==> config.mk <==
export PLATFORM = sky130hd
export DESIGN_NAME = alu_operand_stage_flat
export DESIGN_NICKNAME = d
export VERILOG_FILES = /design/src/rtl/alu_stage_pkg.sv /design/src/rtl/alu_operand_stage_if.sv /design/src/rtl/alu_regfile.sv /design/src/rtl/alu_operand_stage.sv /design/src/flat_wrapper.sv
export SDC_FILE = /design/constraint.sdc
export NUM_CORES = 1
export LEC_CHECK = 0
export CAP_MARGIN = 20
export CORE_UTILIZATION = 40
export CTS_CLUSTER_DIAMETER = 50
export DETAILED_ROUTE_END_ITERATION = 10
export GPL_ROUTABILITY_DRIVEN = 0
export PLACE_DENSITY_LB_ADDON = 0.15
export SLEW_MARGIN = 20
export SYNTH_ARGS = -nofsm -noshare
export SYNTH_HDL_FRONTEND = slang
export SYNTH_SLANG_ARGS = --single-unit
==> constraint.sdc <==
create_clock -name clk -period 3.49 [get_ports clk]
set_input_delay 0.698 -clock clk [delete_from_list [all_inputs] [get_ports clk]]
set_output_delay 0.698 -clock clk [all_outputs]
set_load 0.05 [all_outputs]
==> src/rtl/alu_stage_pkg.sv <==
// Shared constants for the ALU operand stage: widths, opcodes, operand-source selects, status bit positions.
package alu_stage_pkg;
  localparam int DEF_DATA_W = 4;
  localparam int DEF_ADDR_W = 4;

  typedef enum logic [1:0] {
    OP_SUBR = 2'b00,
    OP_OR   = 2'b01,
    OP_ADD  = 2'b10,
    OP_XNOR = 2'b11
  } alu_op_e;

  typedef enum logic [1:0] {
    SRC_AB = 2'b00,
    SRC_AQ = 2'b01,
    SRC_DA = 2'b10,
    SRC_ZB = 2'b11
  } src_sel_e;

  localparam int ST_C = 3;
  localparam int ST_V = 2;
  localparam int ST_N = 1;
  localparam int ST_Z = 0;

  function automatic logic is_logical(logic [1:0] op);
    return (op == OP_OR) || (op == OP_XNOR);
  endfunction
endpackage

==> src/rtl/alu_operand_stage_if.sv <==
// Instruction handshake plus the operand/result bus between the operand stage and the ALU.
interface alu_operand_stage_if #(
  parameter int DATA_W = 4,
  parameter int ADDR_W = 4
);
  logic              in_valid, in_ready, hold;
  logic [ADDR_W-1:0] a_addr, b_addr;
  logic [1:0]        src_sel, op_in;
  logic [DATA_W-1:0] d_in;
  logic              ci_in, ci_sel, wb_en, q_en;
  logic [DATA_W-1:0] alu_r, alu_s, alu_f;
  logic              alu_ci, alu_valid;
  logic [1:0]        alu_i;
  logic              alu_co, alu_vo, alu_no, alu_zo;

  modport slave (
    input  in_valid, hold, a_addr, b_addr, src_sel, op_in, d_in, ci_in, ci_sel, wb_en, q_en,
    input  alu_f, alu_co, alu_vo, alu_no, alu_zo,
    output in_ready, alu_r, alu_s, alu_ci, alu_i, alu_valid
  );

  modport master (
    output in_valid, hold, a_addr, b_addr, src_sel, op_in, d_in, ci_in, ci_sel, wb_en, q_en,
    output alu_f, alu_co, alu_vo, alu_no, alu_zo,
    input  in_ready, alu_r, alu_s, alu_ci, alu_i, alu_valid
  );
endinterface

==> src/rtl/alu_regfile.sv <==
// Register file: two asynchronous read ports, one synchronous write port, cleared by async reset.
module alu_regfile
  import alu_stage_pkg::*;
#(
  parameter int DATA_W = DEF_DATA_W,
  parameter int ADDR_W = DEF_ADDR_W
) (
  input  logic              clk,
  input  logic              rst_n,
  input  logic [ADDR_W-1:0] ra_addr,
  output logic [DATA_W-1:0] ra_data,
  input  logic [ADDR_W-1:0] rb_addr,
  output logic [DATA_W-1:0] rb_data,
  input  logic              we,
  input  logic [ADDR_W-1:0] wa,
  input  logic [DATA_W-1:0] wd
);
  logic [2**ADDR_W-1:0][DATA_W-1:0] mem;

  always_ff @(posedge clk or negedge rst_n) begin
    if (!rst_n)  mem     <= '0;
    else if (we) mem[wa] <= wd;
  end

  assign ra_data = mem[ra_addr];
  assign rb_data = mem[rb_addr];
endmodule

==> src/rtl/alu_operand_stage.sv <==
// Operand select/register stage feeding a combinational 4-bit ALU, with result/flag commit.
// Build option REGFILE_BYPASS_EN: forward in-flight results instead of stalling on hazards.
module alu_operand_stage
  import alu_stage_pkg::*;
#(
  parameter int DATA_W = DEF_DATA_W,
  parameter int ADDR_W = DEF_ADDR_W
) (
  input  logic                 clk,
  input  logic                 rst_n,
  alu_operand_stage_if.slave   bus,
  output logic [3:0]           status
);
  logic [DATA_W-1:0] rd_a, rd_b, q_r, a_val, b_val, q_val, r_nxt, s_nxt;
  logic [ADDR_W-1:0] dst_l;
  logic              wb_l, q_l, c_val, ci_nxt, accept, commit, hazard;
  logic [3:0]        st_r, st_cm;

  assign commit = bus.alu_valid;

  alu_regfile #(.DATA_W(DATA_W), .ADDR_W(ADDR_W)) u_rf (
    .clk(clk), .rst_n(rst_n),
    .ra_addr(bus.a_addr), .ra_data(rd_a),
    .rb_addr(bus.b_addr), .rb_data(rd_b),
    .we(commit && wb_l), .wa(dst_l), .wd(bus.alu_f)
  );

  // Logical ops never produce a meaningful carry/overflow, so they commit as zero.
  always_comb begin
    st_cm       = '0;
    st_cm[ST_C] = bus.alu_co && !is_logical(bus.alu_i);
    st_cm[ST_V] = bus.alu_vo && !is_logical(bus.alu_i);
    st_cm[ST_N] = bus.alu_no;
    st_cm[ST_Z] = bus.alu_zo;
  end

`ifdef REGFILE_BYPASS_EN
  assign a_val  = (commit && wb_l && bus.a_addr == dst_l) ? bus.alu_f : rd_a;
  assign b_val  = (commit && wb_l && bus.b_addr == dst_l) ? bus.alu_f : rd_b;
  assign q_val  = (commit && q_l) ? bus.alu_f : q_r;
  assign c_val  = commit ? st_cm[ST_C] : st_r[ST_C];
  assign hazard = 1'b0;
`else
  logic rd_a_use, rd_b_use, rd_q_use;
  assign rd_a_use = bus.src_sel != SRC_ZB;
  assign rd_b_use = (bus.src_sel == SRC_AB) || (bus.src_sel == SRC_ZB);
  assign rd_q_use = bus.src_sel == SRC_AQ;
  assign a_val    = rd_a;
  assign b_val    = rd_b;
  assign q_val    = q_r;
  assign c_val    = st_r[ST_C];
  // Every in-flight op rewrites status, so a carry-chained op always waits.
  assign hazard   = commit && ((wb_l && rd_a_use && bus.a_addr == dst_l) ||
                               (wb_l && rd_b_use && bus.b_addr == dst_l) ||
                               (q_l && rd_q_use) || bus.ci_sel);
`endif

  assign bus.in_ready = rst_n && !bus.hold && !hazard;
  assign accept       = bus.in_valid && bus.in_ready;

  always_comb begin
    r_nxt = a_val;
    s_nxt = b_val;
    case (bus.src_sel)
      SRC_AB:  begin r_nxt = a_val;     s_nxt = b_val; end
      SRC_AQ:  begin r_nxt = a_val;     s_nxt = q_val; end
      SRC_DA:  begin r_nxt = bus.d_in;  s_nxt = a_val; end
      default: begin r_nxt = '0;        s_nxt = b_val; end
    endcase
  end

  assign ci_nxt = bus.ci_sel ? c_val : bus.ci_in;

  always_ff @(posedge clk or negedge rst_n) begin
    if (!rst_n) begin
      bus.alu_r     <= '0;
      bus.alu_s     <= '0;
      bus.alu_ci    <= 1'b0;
      bus.alu_i     <= '0;
      bus.alu_valid <= 1'b0;
      dst_l         <= '0;
      wb_l          <= 1'b0;
      q_l           <= 1'b0;
      q_r           <= '0;
      st_r          <= '0;
    end else begin
      bus.alu_valid <= accept;
      if (accept) begin
        bus.alu_r  <= r_nxt;
        bus.alu_s  <= s_nxt;
        bus.alu_ci <= ci_nxt;
        bus.alu_i  <= bus.op_in;
        dst_l      <= bus.b_addr;
        wb_l       <= bus.wb_en;
        q_l        <= bus.q_en;
      end
      if (commit) begin
        if (q_l) q_r <= bus.alu_f;
        st_r <= st_cm;
      end
    end
  end

  assign status = st_r;
endmodule

==> src/flat_wrapper.sv <==
// flat-port wrapper written by rule: the top's interface ports become plain ports
module alu_operand_stage_flat import alu_stage_pkg::*;
#(
  parameter int DATA_W = DEF_DATA_W,
  parameter int ADDR_W = DEF_ADDR_W
)
  (clk, rst_n, status, bus_in_valid, bus_hold, bus_a_addr, bus_b_addr, bus_src_sel, bus_op_in, bus_d_in, bus_ci_in, bus_ci_sel, bus_wb_en, bus_q_en, bus_alu_f, bus_alu_co, bus_alu_vo, bus_alu_no, bus_alu_zo, bus_in_ready, bus_alu_r, bus_alu_s, bus_alu_ci, bus_alu_i, bus_alu_valid);
  alu_operand_stage_if #(.DATA_W(DATA_W), .ADDR_W(ADDR_W)) bus_i ();
  input  logic clk;
  input  logic rst_n;
  output logic [3:0] status;
  input wire logic [$bits(bus_i.in_valid)-1:0] bus_in_valid;
  input wire logic [$bits(bus_i.hold)-1:0] bus_hold;
  input wire logic [$bits(bus_i.a_addr)-1:0] bus_a_addr;
  input wire logic [$bits(bus_i.b_addr)-1:0] bus_b_addr;
  input wire logic [$bits(bus_i.src_sel)-1:0] bus_src_sel;
  input wire logic [$bits(bus_i.op_in)-1:0] bus_op_in;
  input wire logic [$bits(bus_i.d_in)-1:0] bus_d_in;
  input wire logic [$bits(bus_i.ci_in)-1:0] bus_ci_in;
  input wire logic [$bits(bus_i.ci_sel)-1:0] bus_ci_sel;
  input wire logic [$bits(bus_i.wb_en)-1:0] bus_wb_en;
  input wire logic [$bits(bus_i.q_en)-1:0] bus_q_en;
  input wire logic [$bits(bus_i.alu_f)-1:0] bus_alu_f;
  input wire logic [$bits(bus_i.alu_co)-1:0] bus_alu_co;
  input wire logic [$bits(bus_i.alu_vo)-1:0] bus_alu_vo;
  input wire logic [$bits(bus_i.alu_no)-1:0] bus_alu_no;
  input wire logic [$bits(bus_i.alu_zo)-1:0] bus_alu_zo;
  output wire logic [$bits(bus_i.in_ready)-1:0] bus_in_ready;
  output wire logic [$bits(bus_i.alu_r)-1:0] bus_alu_r;
  output wire logic [$bits(bus_i.alu_s)-1:0] bus_alu_s;
  output wire logic [$bits(bus_i.alu_ci)-1:0] bus_alu_ci;
  output wire logic [$bits(bus_i.alu_i)-1:0] bus_alu_i;
  output wire logic [$bits(bus_i.alu_valid)-1:0] bus_alu_valid;
  assign bus_i.in_valid = bus_in_valid;
  assign bus_i.hold = bus_hold;
  assign bus_i.a_addr = bus_a_addr;
  assign bus_i.b_addr = bus_b_addr;
  assign bus_i.src_sel = bus_src_sel;
  assign bus_i.op_in = bus_op_in;
  assign bus_i.d_in = bus_d_in;
  assign bus_i.ci_in = bus_ci_in;
  assign bus_i.ci_sel = bus_ci_sel;
  assign bus_i.wb_en = bus_wb_en;
  assign bus_i.q_en = bus_q_en;
  assign bus_i.alu_f = bus_alu_f;
  assign bus_i.alu_co = bus_alu_co;
  assign bus_i.alu_vo = bus_alu_vo;
  assign bus_i.alu_no = bus_alu_no;
  assign bus_i.alu_zo = bus_alu_zo;
  assign bus_in_ready = bus_i.in_ready;
  assign bus_alu_r = bus_i.alu_r;
  assign bus_alu_s = bus_i.alu_s;
  assign bus_alu_ci = bus_i.alu_ci;
  assign bus_alu_i = bus_i.alu_i;
  assign bus_alu_valid = bus_i.alu_valid;
  alu_operand_stage #(.DATA_W(DATA_W), .ADDR_W(ADDR_W)) u_core (.clk(clk), .rst_n(rst_n), .bus(bus_i), .status(status));
endmodule
* After elaboration in Yosys (flattened, before gate mapping)
Index checks and enable logic that the tools add are counted.
** Operators by class
- Eq/ne operators :: 8
- $lt $le $gt $ge :: 4
- Mux-type cells :: 10
- Reduce and logical (&&, ||, !) cells :: 24
** Operator list (number)
- $bwmux 64 :: 1
- $bmux 4 s4 :: 2
- $demux 4 s4 :: 1
- $pmux 4 s2 :: 2
- $lt 4x5->1 const B :: 3
- $logic_and 1x1->1 :: 13
- $mux 4 :: 3
- $eq 4x4->1 :: 2
- $eq 2x2->1 const B :: 3
- $logic_or 1x1->1 :: 5
- $eq 2x1->1 const B :: 2
- $ge 4x1->1 const B :: 1
- $logic_not 1->1 :: 3
- $logic_not 2->1 :: 1
- $ne 2x2->1 const B :: 1
- $reduce_and 2->1 :: 1
- $reduce_or 2->1 :: 1
- $mux 1 :: 1
** Storage, ports and cells
- Register bits after elaboration :: 90
- Bits of input ports :: 32
- Output and inout bits :: 17
- Word-level logic and storage cells :: 72

* Longest topological paths before layout
- Word-level depth :: 11
- Mapped depth :: 8

* By module
From an unflattened synthesis, not the netlist that was laid out.
** Unflattened totals
- Cell total of the unflattened synthesis :: 380
- Area, all modules :: 4932.2 um^2
** Modules (own cells, without submodules)
- alu_regfile :: times used 1, sequential area each 1601.5 um^2, area an instance 3464.6 um^2, cells each 237
- alu_operand_stage :: times used 1, sequential area each 650.6 um^2, area an instance 1467.7 um^2, cells each 143

* Least setup slack after synthesis
Ideal clock, no wire load.
- Path kind :: input-to-output
- Start point :: input port bus_src_sel[1]
- End point :: output port bus_in_ready
- Arrival time :: 1815 ps
- Cell stages on the path :: 6
- Slack :: 977 ps
- Path through :: inv_1 > ha_1 > a21oi_1 > o21ai_0 > a41oi_1 > and2_1
** Between the ends
- Longest elaborated chain between the ends :: 10
** RTL lines
- start: declaration :: RTL line flat_wrapper.sv:16 : input wire logic [$bits(bus_i.src_sel)-1:0] bus_src_sel;
- $eq 2x2->1 or $logic_not 2->1 (tied branches) :: RTL line alu_operand_stage.sv:46 : assign rd_b_use = (bus.src_sel == SRC_AB) || (bus.src_sel == SRC_ZB);
- $logic_or 1x1->1 :: RTL line alu_operand_stage.sv:46
- $logic_and 1x1->1 (2 in a row) :: RTL line alu_operand_stage.sv:54 : (wb_l && rd_b_use && bus.b_addr == dst_l) ||
- $logic_or 1x1->1 :: RTL line alu_operand_stage.sv:53 : assign hazard = commit && ((wb_l && rd_a_use && bus.a_addr == dst_l) ||
- $logic_or 1x1->1 (*) :: RTL line alu_operand_stage.sv:54
- $logic_or 1x1->1 (*) :: RTL line alu_operand_stage.sv:55 : (q_l && rd_q_use) || bus.ci_sel);
- $logic_and 1x1->1 (*) :: RTL line alu_operand_stage.sv:53
- $logic_not 1->1 (*) :: RTL line alu_operand_stage.sv:58 : assign bus.in_ready = rst_n && !bus.hold && !hazard;
- $logic_and 1x1->1 (*) :: RTL line alu_operand_stage.sv:58
- end: declaration :: RTL line flat_wrapper.sv:28 : output wire logic [$bits(bus_i.in_ready)-1:0] bus_in_ready;
Mark *: on every way between the ends. The rest lies on a longest branch, timed or not.

* Worst setup path after layout
- Start point :: input port bus_src_sel[0]
- End point :: output port bus_in_ready
Same word-level chain as after synthesis.

==> results.cfg <==
[setup_path]
critPathRequiredTime_ps = 2790
critPathLaunchType = input pin
crit_type = input pin to output port
crit_arrival_ps = 2500
worstSetupEndpointType = output port
critical-path-max-stage-delay_ps = 510
slowest_stage = clkdlybuf4s50_1
path_cells = clkdlybuf4s50_1 > inv_1 > ha_1 > nor3_1 > nand4_1 > and2_1 > buf_4
crit_fanout = 9
r2r_setup_slack_ps = 1320

[synthesis]
synth_commonest_cells = mux2_2, dfrtp_1, nor2_1
postSynthCellCount = 397
ys.warnings.count = 0
synth_area_leader_cell = dfrtp_1
synthTopCellsByArea = dfrtp_1, mux2_2, mux4_2
syn_area_um2 = 5081
synth_top_area_share_pct = 44.32
syn-mean-instance-area_um2 = 12.80
synthArstFlopShare_pct = 100.0
synth_flop_cell = dfrtp_1
post_synth_num_cell_types = 44
synth-seq-cells = 90
synth_edf_count = 0
synth_fp_nets = 433
synth.most_common_cell = mux2_2
synth_seq_area_share_pct = 44.32

[placement]
place_inst = 594
numPortBuffers = 48
dp_hpwl_mm = 8.882

[timing]
final-setup-viol-count = 0
worst_pin_slew_ps = 938.5
clock.fmax_ghz = 0.3132
hold_viol = 0
hold_ws_ps = 431.6
finalCritPeriodShare_pct = 91.49
rsz0062_at_grt = no
slew_viol_final = 0
period_minus_slack_ps = 3193
setup_tns_ps = 0
maxSlewHeadroom_pct = 36.95
skew_ps = 5.119

[floorplan]
die_x_um = 114.7
die_h_um = 114.7
fp-row-count = 40
ioPinCount = 49
start_util_pct = 41.61
die-area_um2 = 13160
fp.coreArea_um2 = 12210

[routing]
routed-via-count = 3453
drt_pre_antenna_iters = 4
drt-initial-drc-count = 226
wl_per_cell_um = 21.07
viasPerCell = 5.661
drc = 0
totalWireLength_mm = 12.85
ant_nets = 0

[clock_network]
cts_resized = 0
cts_tree = yes
cts_buffers = 9
clk_pin_slew_worst_paths_ps = 60
post-cts-setup-buffer-count = 0
cts_hold_buf = 0
root_buffer = clkbuf_16
clk_latency_ps = 350
cts_htree_levels = 3
cts.sinks = 90
cts_max_path_buffers = 2

[grt]
grt_pass1_wl_mm = 20.38
grt_max_degree = 49
antenna_found_initial = 0
track_usage_pct = 21.23
grt_pass1_vias = 3637
overflow = 0

[power_and_ir_drop]
clkPwrFrac_pct = 31.0
pwr-share-seq_pct = 43.1
p_comb_share_pct = 25.9
p_switching_uw = 993.9
power.density_nw_per_um2 = 548.2
p_sw_share_pct = 30.15
p_int_mw = 2.303
ir_drop_mv = 0.1975
p_leak_nw = 2.582

[layout]
antenna_cells = 0
utilization_pct = 49.24
nets = 473
area_growth_pct = 18.35
drive_above_1_share_pct = 32.58
layoutNonFillerInstCount = 610

[hold_path]
min_path_type = input pin to async pin

[run_status]
status = complete, no violations

[job]
maxCapViolCount = 0
## power groups by stage
stage | clock network [mW] | logic, mW | registers [mW]
final | 1.02 | 0.853 | 1.42
after global routing | 1.10 | 0.913 | 1.45
after detailed placement | 0 | 0.858 | 1.43
after global placement | 0 | 0.848 | 1.42
after floorplan | 0 | 0.505 | 1.50
after CTS | 1.05 | 0.861 | 1.42
## cell families (layout without fill, tap and decap cells)
family,Yosys count,count (layout),synth area share (%)
mux,136,136,35.46
fa+ha+maj,4,4,0.9850
compound gates,40,40,5.590
buf+inv,38,83,4.063
simple gates,81,81,8.200
flops,90,90,44.32
xor+xnor,8,8,1.379
## critical path: cells and delay by family
family,cells,cell delay (ps)
simple gates,3,580
buf+inv,3,770
fa+ha+maj,1,440
## path summary, 6_finish.rpt
check / start / end / cells past startpoint
setup / recovery: bus_src_sel[0] / bus_in_ready / 7
hold / removal: rst_n / u_core.u_rf.mem[47] / 2
setup reg to reg: u_core.dst_l[1] / u_core.u_rf.mem[15] / 3
hold reg to reg: u_core.bus.alu_r[1] / u_core.bus.alu_r[1] / 1
max in group asynchronous: rst_n / u_core.u_rf.mem[25] / 3
min in group clk: u_core.bus.alu_r[1] / u_core.bus.alu_r[1] / 1
## sequential cells by signal, summed over array words and instances, names as in the netlist
| signal | flops |
|---|---|
| u_core.bus.alu_s | 4 |
| u_core.bus.alu_ci | 1 |
| u_core.bus.alu_valid | 1 |
| u_core.wb_l | 1 |
| u_core.bus.alu_r | 4 |
| u_core.u_rf.mem | 64 |
| u_core.q_l | 1 |
| u_core.status | 4 |
| u_core.dst_l | 4 |
| u_core.bus.alu_i | 2 |
| u_core.q_r | 4 |
## placed cells by master, fill, tap and decap left out, drive strengths merged, types with 3 or more instances in the layout
master,count
a21oi,5
a41oi,3
buf,13
clkbuf,12
clkdlybuf4s50,46
clkinv,3
dfrtp,90
ha,4
inv,8
mux2,94
mux2i,18
mux4,24
nand2,18
nand2b,8
nand3,8
nand3b,3
nand4b,3
nor2,20
nor2b,11
nor3,3
o21ai,11
xnor2,6
## routing by layer
| metal | GRT usage, % | wire length (um) |
|---|---|---|
| met4 | 7.273 | 210 |
| met1 | 29.02 | 5727 |
| met2 | 33.82 | 6161 |
| met3 | 4.288 | 754 |
| met5 | 0 | 0 |
## stage by stage
step | setup slack, ps | instance area (um2) | power [mW]
floorplan | 976.7 | 5081 | 2.003
global placement | 347.5 | 5698 | 2.271
detailed placement | 283.8 | 5698 | 2.291
CTS | 285.2 | 6013 | 3.325
global route | 203.6 | 6013 | 3.460
finish | 296.8 | 6013 | 3.297
## layout make-up
cell class | instances | area (um2)
Tap cell | 168 | 210.2
Multi-Input combinational cell | 269 | 2623
Clock inverter | 4 | 48.80
Clock buffer | 12 | 266.5
Sequential cell | 90 | 2252
Inverter | 8 | 30.03
Fill cell | 1155 | 6198
Timing Repair Buffer | 59 | 583.1
Power figures use the tool's default switching activity.
==> variant 1: new RTL, same flow settings <==
The option `REGFILE_BYPASS_EN` is turned on by a define.
--- a/src/rtl/alu_operand_stage.sv
+++ b/src/rtl/alu_operand_stage.sv
@@ -2,2 +2,4 @@
 // Build option REGFILE_BYPASS_EN: forward in-flight results instead of stalling on hazards.
+`define REGFILE_BYPASS_EN
+
 module alu_operand_stage
Behaviour: not the same (a bounded check fails within 4 cycles, from zero or initial values and one cycle with rst_n low).
==> variant 1 against the unedited design <==
Power decreased by 12%. Synthesized cell count grew 0.25%. Critical path type unchanged. Area after synthesis shrank 0.96%. Setup slack better by 0.46 ns. Routed wire length down 2.9%. Clock skew hardly changed. Count of clock-buffer cells in the layout down 2. Maximum frequency grew 17%. Sequential cell count did not move. Cell area decreased by 2.0%.
==> variant 1: results <==
export IMPL_synthTopCellsByArea="dfrtp_1 45%, mux2_2 16%, mux4_2 8.1%"
export IMPL_drt_iter0_drc=255
export IMPL_first_global_vias=3577
export IMPL_num_vias=3452
export IMPL_synth_fp_nets=434
export IMPL_grt_use_total_pct=21.00
export IMPL_viasPerCell=5.668
export IMPL_finalClockSkew_ns=0.005294
export IMPL_synthAdderAreaFrac_pct=0.9945
export IMPL_rr_worst_depth=5
export IMPL_pwr_group_clock_uw=893
export IMPL_grt_pass1_wl_um=20560
export IMPL_fin_hold_ws_ns=0.2312
export IMPL_critPathArrivalTime_ns=2.03
export IMPL_finalWirelength_um=12480
export IMPL_dp_cells=595
export IMPL_ff2ff_setup_slack_ns=1.29
export IMPL_startpoint="bus_hold"
export IMPL_ir_drop_mv=0.2432
export IMPL_synth_compound_area_share_pct=5.967
export IMPL_nets=474
export IMPL_outcome="complete, no violations"
export IMPL_grt_max_degree=73
export IMPL_fillers=1122
export IMPL_worstMarginPinSlew_ns=0.9476
variant 1: cell count changes after synthesis, moves of 4 or more:
cell,change
nor2_1,+7
mux4_1,+8
nor2b_1,-6
mux2_2,-24
a22oi_1,+6
a31oi_1,+4
clkbuf_1,+5
mux2i_1,-9
nand2_1,+22
nand2b_1,-6
buf_2,-4
variant 1: layout make-up:
| cell class | instances | area (um^2) | share of cell area, % |
|---|---|---|---|
| Inverter | 5 | 18.77 | 0.3186 |
| Tap cell | 168 | 210.2 | 3.568 |
| Timing Repair Buffer | 60 | 568.0 | 9.643 |
| Clock buffer | 10 | 239.0 | 4.057 |
| Multi-Input combinational cell | 272 | 2572 | 43.67 |
| Clock inverter | 4 | 30.03 | 0.5098 |
| Sequential cell | 90 | 2252 | 38.23 |
variant 1: per-layer routing:
layer | part of all wire, % | global-route usage (%)
met1 | 45 | 29.52
met2 | 47 | 32.73
met3 | 6.1 | 3.441
met4 | 2.5 | 7.965
met5 | 0 | 0
==> variant 2: new RTL, config.mk and constraints unchanged <==
Made on the original files. Make the reset (`rst_n`) synchronous in 2 clocked blocks. Comments in the files are not updated.
--- a/src/rtl/alu_regfile.sv
+++ b/src/rtl/alu_regfile.sv
@@ -19,3 +19,3 @@
 
-  always_ff @(posedge clk or negedge rst_n) begin
+  always_ff @(posedge clk) begin
     if (!rst_n)  mem     <= '0;
--- a/src/rtl/alu_operand_stage.sv
+++ b/src/rtl/alu_operand_stage.sv
@@ -73,3 +73,3 @@
 
-  always_ff @(posedge clk or negedge rst_n) begin
+  always_ff @(posedge clk) begin
     if (!rst_n) begin
Formal check against the unedited RTL: differs if rst_n is asserted again (counterexample within 4 cycles, from zero or initial values and one cycle with rst_n low); with rst_n held inactive, the same outputs for 4 cycles.
==> variant 2 against the unedited design <==
Global-route usage rose by 1.2 points. Sequential cell count stayed put. Area after synthesis is 2.7% lower. Routed wire length grew 5.5%. First-iteration DRC count increased by 22%. Cell area is 5.1% lower. Setup slack gained 0.060 ns. Largest cell class unchanged. Highest routed layer unchanged.
Power is not compared: it rests on default switching activity, and its combinational part moved more than twofold at a synthesized area within 25%.
==> variant 2: results <==
export IMPL_clk_share_pct=5.043
export IMPL_ys_seq_area_share_pct=36.44
export IMPL_dp_cells=656
export IMPL_nets=556
export IMPL_async_reset_ff_share_pct=0
export IMPL_rr_endpoint="u_core.dst_l[1]"
export IMPL_synthAdderAreaFrac_pct=1.012
export IMPL_synth_compound_area_share_pct=12.15
export IMPL_regArea_um2=1802
export IMPL_synthTopCellsByCount="90 x dfxtp_1, 73 x nor2_1, 71 x mux2i_1"
export IMPL_nClkBuffers=13
export IMPL_finalClockSkew_ns=0.007214
export IMPL_first_pass_iters=5
export IMPL_cp_max_fo=3
export IMPL_syn_avg_cell_area_um2=10.07
export IMPL_rr_worst_depth=5
export IMPL_buffers_excl_clock=62
export IMPL_multi_input_area_share_pct=49.75
export IMPL_n_all_inverters=3
export IMPL_relSlewSlack_pct=42.37
export IMPL_die_area_um2=12810
export IMPL_synth_xor_area_share_pct=1.417
export IMPL_multi_input_cells=354
export IMPL_hp_class="register to register"
export IMPL_critPathArrivalTime_ns=2.43
export IMPL_synth_fp_nets=527
export IMPL_fin_hold_ws_ns=0.4799
export IMPL_routedWlPerCell_um=20.21
export IMPL_grt_max_degree=83
export IMPL_grt_use_total_pct=22.41
export IMPL_outcome="complete, no violations"
export IMPL_synthTopCellsByArea="dfxtp_1 36%, mux2i_1 14%, mux4_2 12%"
export IMPL_r2r_start="u_core.bus.alu_valid"
export IMPL_placed_area_um2=5419
export IMPL_viasPerCell=5.779
[variant 2: cell types whose count changed after synthesis, moves of 9 or more]
cell     unedited run  this run
mux2_2             94         0
dfrtp_1            90         0
dfxtp_1             0        90
mux2i_1            18        71
nor2_1             20        73
a21oi_1             5        31
nand2_1            18        32
nand3_1             7        17
buf_2              13         4
mux4_2             18        27
[variant 2: tightest hold or removal path, cell delays in order (launching register included)]
cell	delay, ns
dfxtp_1	0.30
o21ai_0	0.07
a21oi_1	0.06
[variant 2: through the flow]
stage	utilization, %	setup WS [ns]	total power, mW
after CTS	47.51	0.3533	2.284
after floorplan	-	0.4226	1.248
after detailed placement	45.11	0.3680	1.338
after global routing	47.51	0.2518	2.351
after global placement	45.11	0.3829	1.336
final	47.51	0.3570	2.267
[variant 2: per-layer routing]
layer | up-vias | part of all wire, % | global-route usage (%)
met3 | 18 | 4.9 | 3.267
met5 | - | 0 | 0
li1 | 1837 | - | -
met2 | 125 | 48 | 37.22
met1 | 1898 | 46 | 29.98
met4 | 0 | 1.7 | 7.368
